[src/rtl/modn_sync_cascade_counter.sv]
`default_nettype none
// ============================================================================
// Module      : modn_sync_cascade_counter
// Description : Fully synchronous mod-N counter made of DIGITS cascaded digit
//               stages. Every digit counts 0..MODULUS-1. Supports up/down
//               counting, count enable, synchronous clear, range-checked
//               parallel load, a combinational terminal-count output for
//               chaining further instances, and registered wrap / load-error
//               pulses. All state is clocked by clk only.
// Revision    : 1.0 - initial release
// ----------------------------------------------------------------------------
// Parameters:
//   DIGITS   number of cascaded digit stages (1..8)
//   MODULUS  count modulus of every digit (2..2**DW)
//   DW       bit width of one digit field (2**DW >= MODULUS)
// Ports:
//   clk       in   1          rising-edge clock for all state
//   reset     in   1          asynchronous, active-high; clears all state
//   en        in   1          count enable, one step per enabled cycle
//   up        in   1          1 = increment, 0 = decrement
//   clear     in   1          synchronous clear (highest priority)
//   load      in   1          synchronous parallel load of load_val
//   load_val  in   DIGITS*DW  load value, digit k at [k*DW +: DW]
//   count     out  DIGITS*DW  current count, same packing as load_val
//   tc        out  1          en & (counter at all-max when up / all-zero
//                             when down); drives en of a following instance
//   wrap      out  1          one-cycle pulse: previous cycle wrapped fully
//   load_err  out  1          one-cycle pulse: previous load had at least
//                             one out-of-range digit
// ============================================================================
module modn_sync_cascade_counter #(
  parameter int DIGITS  = 2,
  parameter int MODULUS = 10,
  parameter int DW      = 4
) (
  input  logic                 clk,
  input  logic                 reset,
  input  logic                 en,
  input  logic                 up,
  input  logic                 clear,
  input  logic                 load,
  input  logic [DIGITS*DW-1:0] load_val,
  output logic [DIGITS*DW-1:0] count,
  output logic                 tc,
  output logic                 wrap,
  output logic                 load_err
);

  // Digit-wide constants; all digit arithmetic stays DW bits wide.
  localparam logic [DW-1:0] c_MAX_DIGIT = DW'(MODULUS - 1);
  localparam logic [DW-1:0] c_ONE       = DW'(1);
  localparam logic [DW-1:0] c_ZERO      = '0;

  // --------------------------------------------------------------------------
  // State
  // --------------------------------------------------------------------------
  logic [DIGITS*DW-1:0] r_count;
  logic                 r_wrap;
  logic                 r_load_err;

  // --------------------------------------------------------------------------
  // Combinational signals
  // --------------------------------------------------------------------------
  // w_step[k] is the carry/borrow into digit k: digit k moves on an enabled
  // cycle when every lower digit sits at its terminal value for the current
  // direction. w_step[DIGITS] therefore means the whole counter is terminal.
  logic [DIGITS:0]      w_step;
  logic [DIGITS-1:0]    w_at_max;
  logic [DIGITS-1:0]    w_at_zero;
  logic [DIGITS-1:0]    w_ld_bad;
  logic [DIGITS*DW-1:0] w_cnt_stepped;
  logic [DIGITS*DW-1:0] w_ld_sane;
  logic                 w_all_term;

  logic [DIGITS*DW-1:0] w_count_nxt;
  logic                 w_wrap_nxt;
  logic                 w_load_err_nxt;

  // Digit 0 always steps when the counter is enabled.
  assign w_step[0] = 1'b1;

  // --------------------------------------------------------------------------
  // Per-digit datapath: step value, carry/borrow chain, load sanitising
  // --------------------------------------------------------------------------
  generate
    for (genvar k = 0; k < DIGITS; k++) begin : g_digit
      logic [DW-1:0] w_cur;
      logic [DW-1:0] w_inc;
      logic [DW-1:0] w_dec;
      logic [DW-1:0] w_ld;

      assign w_cur        = r_count[k*DW +: DW];
      assign w_at_max[k]  = (w_cur == c_MAX_DIGIT);
      assign w_at_zero[k] = (w_cur == c_ZERO);

      // Wrap is selected before the +1/-1 result could leave 0..MODULUS-1,
      // so no intermediate value ever exceeds the digit range.
      assign w_inc = w_at_max[k]  ? c_ZERO      : (w_cur + c_ONE);
      assign w_dec = w_at_zero[k] ? c_MAX_DIGIT : (w_cur - c_ONE);

      assign w_step[k+1] = w_step[k] & (up ? w_at_max[k] : w_at_zero[k]);

      assign w_cnt_stepped[k*DW +: DW] = w_step[k] ? (up ? w_inc : w_dec) : w_cur;

      // Out-of-range load digits are replaced by 0 so a digit can never hold
      // a value >= MODULUS, whatever is presented on load_val.
      assign w_ld                  = load_val[k*DW +: DW];
      assign w_ld_bad[k]           = (w_ld > c_MAX_DIGIT);
      assign w_ld_sane[k*DW +: DW] = w_ld_bad[k] ? c_ZERO : w_ld;
    end
  endgenerate

  assign w_all_term = w_step[DIGITS];

  // --------------------------------------------------------------------------
  // Next-state selection: clear > load > en
  // --------------------------------------------------------------------------
  always_comb begin
    w_count_nxt    = r_count;
    w_wrap_nxt     = 1'b0;
    w_load_err_nxt = 1'b0;
    if (clear) begin
      w_count_nxt = '0;
    end else if (load) begin
      w_count_nxt    = w_ld_sane;
      w_load_err_nxt = |w_ld_bad;
    end else if (en) begin
      w_count_nxt = w_cnt_stepped;
      // A full rollover happens exactly when the carry/borrow propagates out
      // of the top digit.
      w_wrap_nxt  = w_all_term;
    end
  end

  // --------------------------------------------------------------------------
  // State register, asynchronous active-high reset
  // --------------------------------------------------------------------------
  always_ff @(posedge clk or posedge reset) begin
    if (reset) begin
      r_count    <= '0;
      r_wrap     <= 1'b0;
      r_load_err <= 1'b0;
    end else begin
      r_count    <= w_count_nxt;
      r_wrap     <= w_wrap_nxt;
      r_load_err <= w_load_err_nxt;
    end
  end

  // --------------------------------------------------------------------------
  // Outputs
  // --------------------------------------------------------------------------
  assign count    = r_count;
  assign wrap     = r_wrap;
  assign load_err = r_load_err;

  // tc deliberately ignores clear/load: it reflects only the enable and the
  // present count, so a chained instance sees a stable enable this cycle.
  assign tc = en & w_all_term;

endmodule
`default_nettype wire
[config.mk]
export PLATFORM = sky130hd
export DESIGN_NAME = modn_sync_cascade_counter
export DESIGN_NICKNAME = d
export VERILOG_FILES = /design/src/rtl/modn_sync_cascade_counter.sv
export SDC_FILE = /design/constraint.sdc
export NUM_CORES = 1
export LEC_CHECK = 0
export CORE_MARGIN = 3
export CORE_UTILIZATION = 51
export CTS_CLUSTER_DIAMETER = 50
export DETAILED_ROUTE_END_ITERATION = 7
export GPL_ROUTABILITY_DRIVEN = 0
export GPL_TIMING_DRIVEN = 0
export HOLD_SLACK_MARGIN = 0.02
export PLACE_DENSITY = 0.86
export SKIP_LAST_GASP = 1
export SLEW_MARGIN = 10
export SYNTH_ARGS = -nofsm -noshare
export SYNTH_HDL_FRONTEND = slang
export SYNTH_SLANG_ARGS = --single-unit
[constraint.sdc]
create_clock -name clk -period 3.7 [get_ports clk]
set_input_delay 0.555 -clock clk [delete_from_list [all_inputs] [get_ports clk]]
set_output_delay 0.555 -clock clk [all_outputs]
set_load 0.02 [all_outputs]
* Word-level counts from Yosys, hierarchy flattened *
Cells that the tools add are included.

word-level totals
  register bits = 10
  bits of input ports = 14
  output and inout port bits = 11
  logic and storage cells = 39

cells by class
  add/sub/neg operators = 4
  $lt $le $gt $ge = 2
  eq/ne operators = 2
  mux-type cells = 19
  bitwise gates (word level) = 2
  reduce and logical (&&, ||, !) cells = 6

operator list
  kind                 number
  $mux 4               9
  $mux 8               3
  $add 4x1->4 const B  2
  $eq 4x4->1 const B   2
  $gt 4x4->1 const B   2
  $logic_not 4->1      2
  $sub 4x1->4 const B  2
  $mux 1               7
  $reduce_bool 3->1    2
  $and 1x1->1          2
  $reduce_and 2->1     1
  $reduce_or 2->1      1

* Longest topological paths before layout *
  depth after elaboration = 7
  depth in mapped cells = 6
  mapped depth without buffers = 6

* Worst setup path before layout *
Ideal clock, no wire load.

  path type = reg2out
  from = register r_count[0] (netlist: count[0])
  to = output tc
  data arrival time = 1,680 ps
  required time = 3,145 ps
  path slack = 1,465 ps
  stages on the path, launching flop included = 6
  buffers on the path = 0
  cell sequence = dfrtp_1 > inv_1 > ha_1 > nor3b_2 > o21ai_1 > nor4_2

on the way
  word-level cells in the longest chain between the ends = 4
  elaborated cells on any way between the ends = 5
  those cells by class = 1 x eq/ne; 1 x mux; 2 x bitwise; 1 x reduce/logical

RTL lines
  element                                        line    source
  from (decl)                                    57      logic [DIGITS*DW-1:0] r_count;
  from (signal assigned)                         144     r_count <= w_count_nxt;
  $eq 4x4->1 or $logic_not 4->1 (tied branches)  93, 94
  $mux 1 *                                       101     assign w_step[k+1] = w_step[k] & (up ? w_at_max[k] : w_at_zero[k]);
  $and 1x1->1 *                                  101
  $and 1x1->1 *                                  159     assign tc = en & w_all_term;
  to (decl)                                      44      output logic tc,

Every way passes the cells marked *; elsewhere a longest branch is shown, timed or not.

* Worst setup path in the final report *
  from = input up
  to = output tc

on the way
  word-level cells in the longest chain between the ends = 3
  elaborated cells on any way between the ends = 4
  those cells by class = 2 x mux; 2 x bitwise

RTL lines
  element        line  source
  from (decl)    39    input logic up,
  $mux 1         101
  $and 1x1->1 *  101
  $and 1x1->1 *  159

Marked as above.

==> impl_metrics.ini <==
[status]
status = completed

[final_layout]
layout_commonest_cell = clkdlybuf4s50_1
final_core_util_pct = 75.75
layout_common_cells = clkdlybuf4s50_1 (23), dfrtp_1 (10), nor2_1 (9)
drive_gt1_share_pct = 11.85
final_area_um2 = 1207
fillCellCount = 116
area_delta_synth_final_pct = 32.56
instances_no_fill = 159
finalNetCount = 153
antenna_cells = 0

[global_route]
grt_pass1_wl_mm = 3.581
grt_pass1_vias = 832
grt_usage_pct = 21.51
grtUsageMet3_pct = 3.690
met1_usage_pct = 30.18
use_met2_pct = 32.29
grt.busiest_layer = met2
grt_max_degree = 11
antenna_found_initial = 0
grt_overflow_total = 0

[worst_hold_path]
min_path_cells = 2
hp-class = in2reg
whs_endpoint = count[3]
min_from = load

[clock_network]
clk_pin_slew_ps = 60
insertion_delay_ps = 260
cts-root-buf = clkbuf_4
cts.path.max_buffers = 2
post_cts_resized = 0
post_cts_buffers = 0
ctsHoldBuffers = 0
cts_max_level = 1
cts_tree = done
numCtsBuffers = 3
cts_sinks = 10

[pwr]
ir_drop_mv = 0.2332
p_per_area_nw_per_um2 = 282.0
p_leak_nw = 0.4966
power_mw = 0.3404

[floorplan]
fp.dieH_um = 48.26
initial_core_util_pct = 57.14
dieArea_um2 = 2329
row_count = 14
pin_count = 25
core_area_um2 = 1594
die_x_um = 48.26

[route]
antenna_left = 0
vias_per_cell = 6.113
num_vias = 972
drt-initial-drc-count = 28
routed_wl_mm = 2.333
route.detailed.drc = 0
drt_pass1_iterations = 4
wl_per_cell_um = 14.67

[worst_setup_path]
crit_type = in2out
crit_arrival_ps = 2460
worst_ep_required_time_ps = 3140
r2r-end = count[5]
r2r_slack_ps = 1820
r2r_cells = 6
reg2reg_from = count[0]
endpoint_kind = primary output
crit_fanout = 8
crit_path_start_kind = input pin

[job]
drv_cap = 0

[sta]
setup_violations = 0
hold_viol = 0
layout_setup_ws_ps = 683.4
rsz0062_at_grt = no
slew_headroom_pct = 69.41
fmax_ghz = 0.3315
slew_viol_final = 0
timing.final.crit_share_pct = 81.53
final.setup.tns_ps = 0
period_needed_ps = 3017
worst_pin_slew_ps = 452.7
holdWs_ps = 508.8
fin_skew_ps = 4.672

[synth]
synth.ff_latch_count = 10
synth_seq_area_share_pct = 27.47
yosysUniqueCellTypes = 45
synth_area_um2 = 910.9
postSynthCellCount = 108
synth_area_per_cell_um2 = 8.434
synth_fp_nets = 125
synth-edff-count = 0
async_flop_share_pct = 100.0
yosys_most_used_dff = dfrtp_1
yosys_warnings = 0

[placed_design]
portBuffers = 23
place_area_um2 = 1171
hpwlAfterDp_mm = 1.795
pre_cts_ws_ps = 683.3
place_inst = 155
## final cells by class
| class | count | area [um^2] | area share [%] |
|---|---|---|---|
| buffer | 5 | 40.04 | 3.316 |
| clock buffer | 4 | 36.28 | 3.005 |
| inverter | 6 | 22.52 | 1.865 |
| multi-input combinational | 87 | 598.1 | 49.53 |
| sequential | 10 | 250.2 | 20.73 |
| tap | 24 | 30.03 | 2.487 |
| timing repair buffer | 23 | 230.2 | 19.07 |
## state kept, by name, indices dropped and copies added (netlist names)
name,count
count,8
load_err,1
wrap,1
## logic make-up after synthesis
group / share of synthesized area, %
and+or+nand+nor: 27.88
AOI/OAI and AO/OA: 30.49
buffers and inverters: 6.868
DFF: 27.47
adders and majority gates: 4.121
xor gates and xnor gates: 1.923
muxes: 1.236
## power by group
group	switching [mW]	internal [mW]	leakage (nW)
clock	0.0379	0.0597	0.0210
sequential	0.00962	0.115	0.134
combinational	0.0607	0.0570	0.341
total	0.108	0.232	0.497
## cells in the mapped netlist (2+ instances only)
cell / number / share of area (%)
dfrtp_1: 10 / 27
nor2_1: 9 / 3.7
a21oi_1: 8 / 4.4
o21ai_0: 7 / 3.8
inv_1: 6 / 2.5
nand2_1: 6 / 2.5
nor3_1: 5 / 2.7
o21ai_1: 4 / 2.2
a211oi_1: 3 / 2.5
ha_1: 3 / 4.1
nor2b_1: 3 / 2.1
a221oi_1: 2 / 1.9
a311oi_1: 2 / 1.9
a31oi_1: 2 / 1.4
and2_1: 2 / 1.4
and3_1: 2 / 1.4
buf_2: 2 / 1.1
buf_6: 2 / 2.5
nand2b_1: 2 / 1.4
or2_1: 2 / 1.4
xnor2_1: 2 / 1.9
## per-layer routing
metal	routed length [um]	vias to the layer above	part of all wire (%)
li1	-	466	-
met1	1065	464	46
met5	0	-	0
met2	1080	38	46
met3	164	4	7.0
met4	23	0	0.99
## worst max-delay path: stages
cell	delay, ps
clkdlybuf4s50_1	550
nor3b_2	320
o21ai_1	130
nor4_2	260
clkdlybuf4s50_1	650
## how the worst max path moves through the flow
| stage | slack (ps) | startpoint | to |
|---|---|---|---|
| finish | 680 | up | tc |
| global route | 510 | count[0] | tc |
| CTS | 680 | up | tc |
| detailed placement | 680 | up | tc |
| global placement | 650 | up | tc |
| floorplan | 1460 | count[0] | tc |
Power figures use the tool's default switching activity.
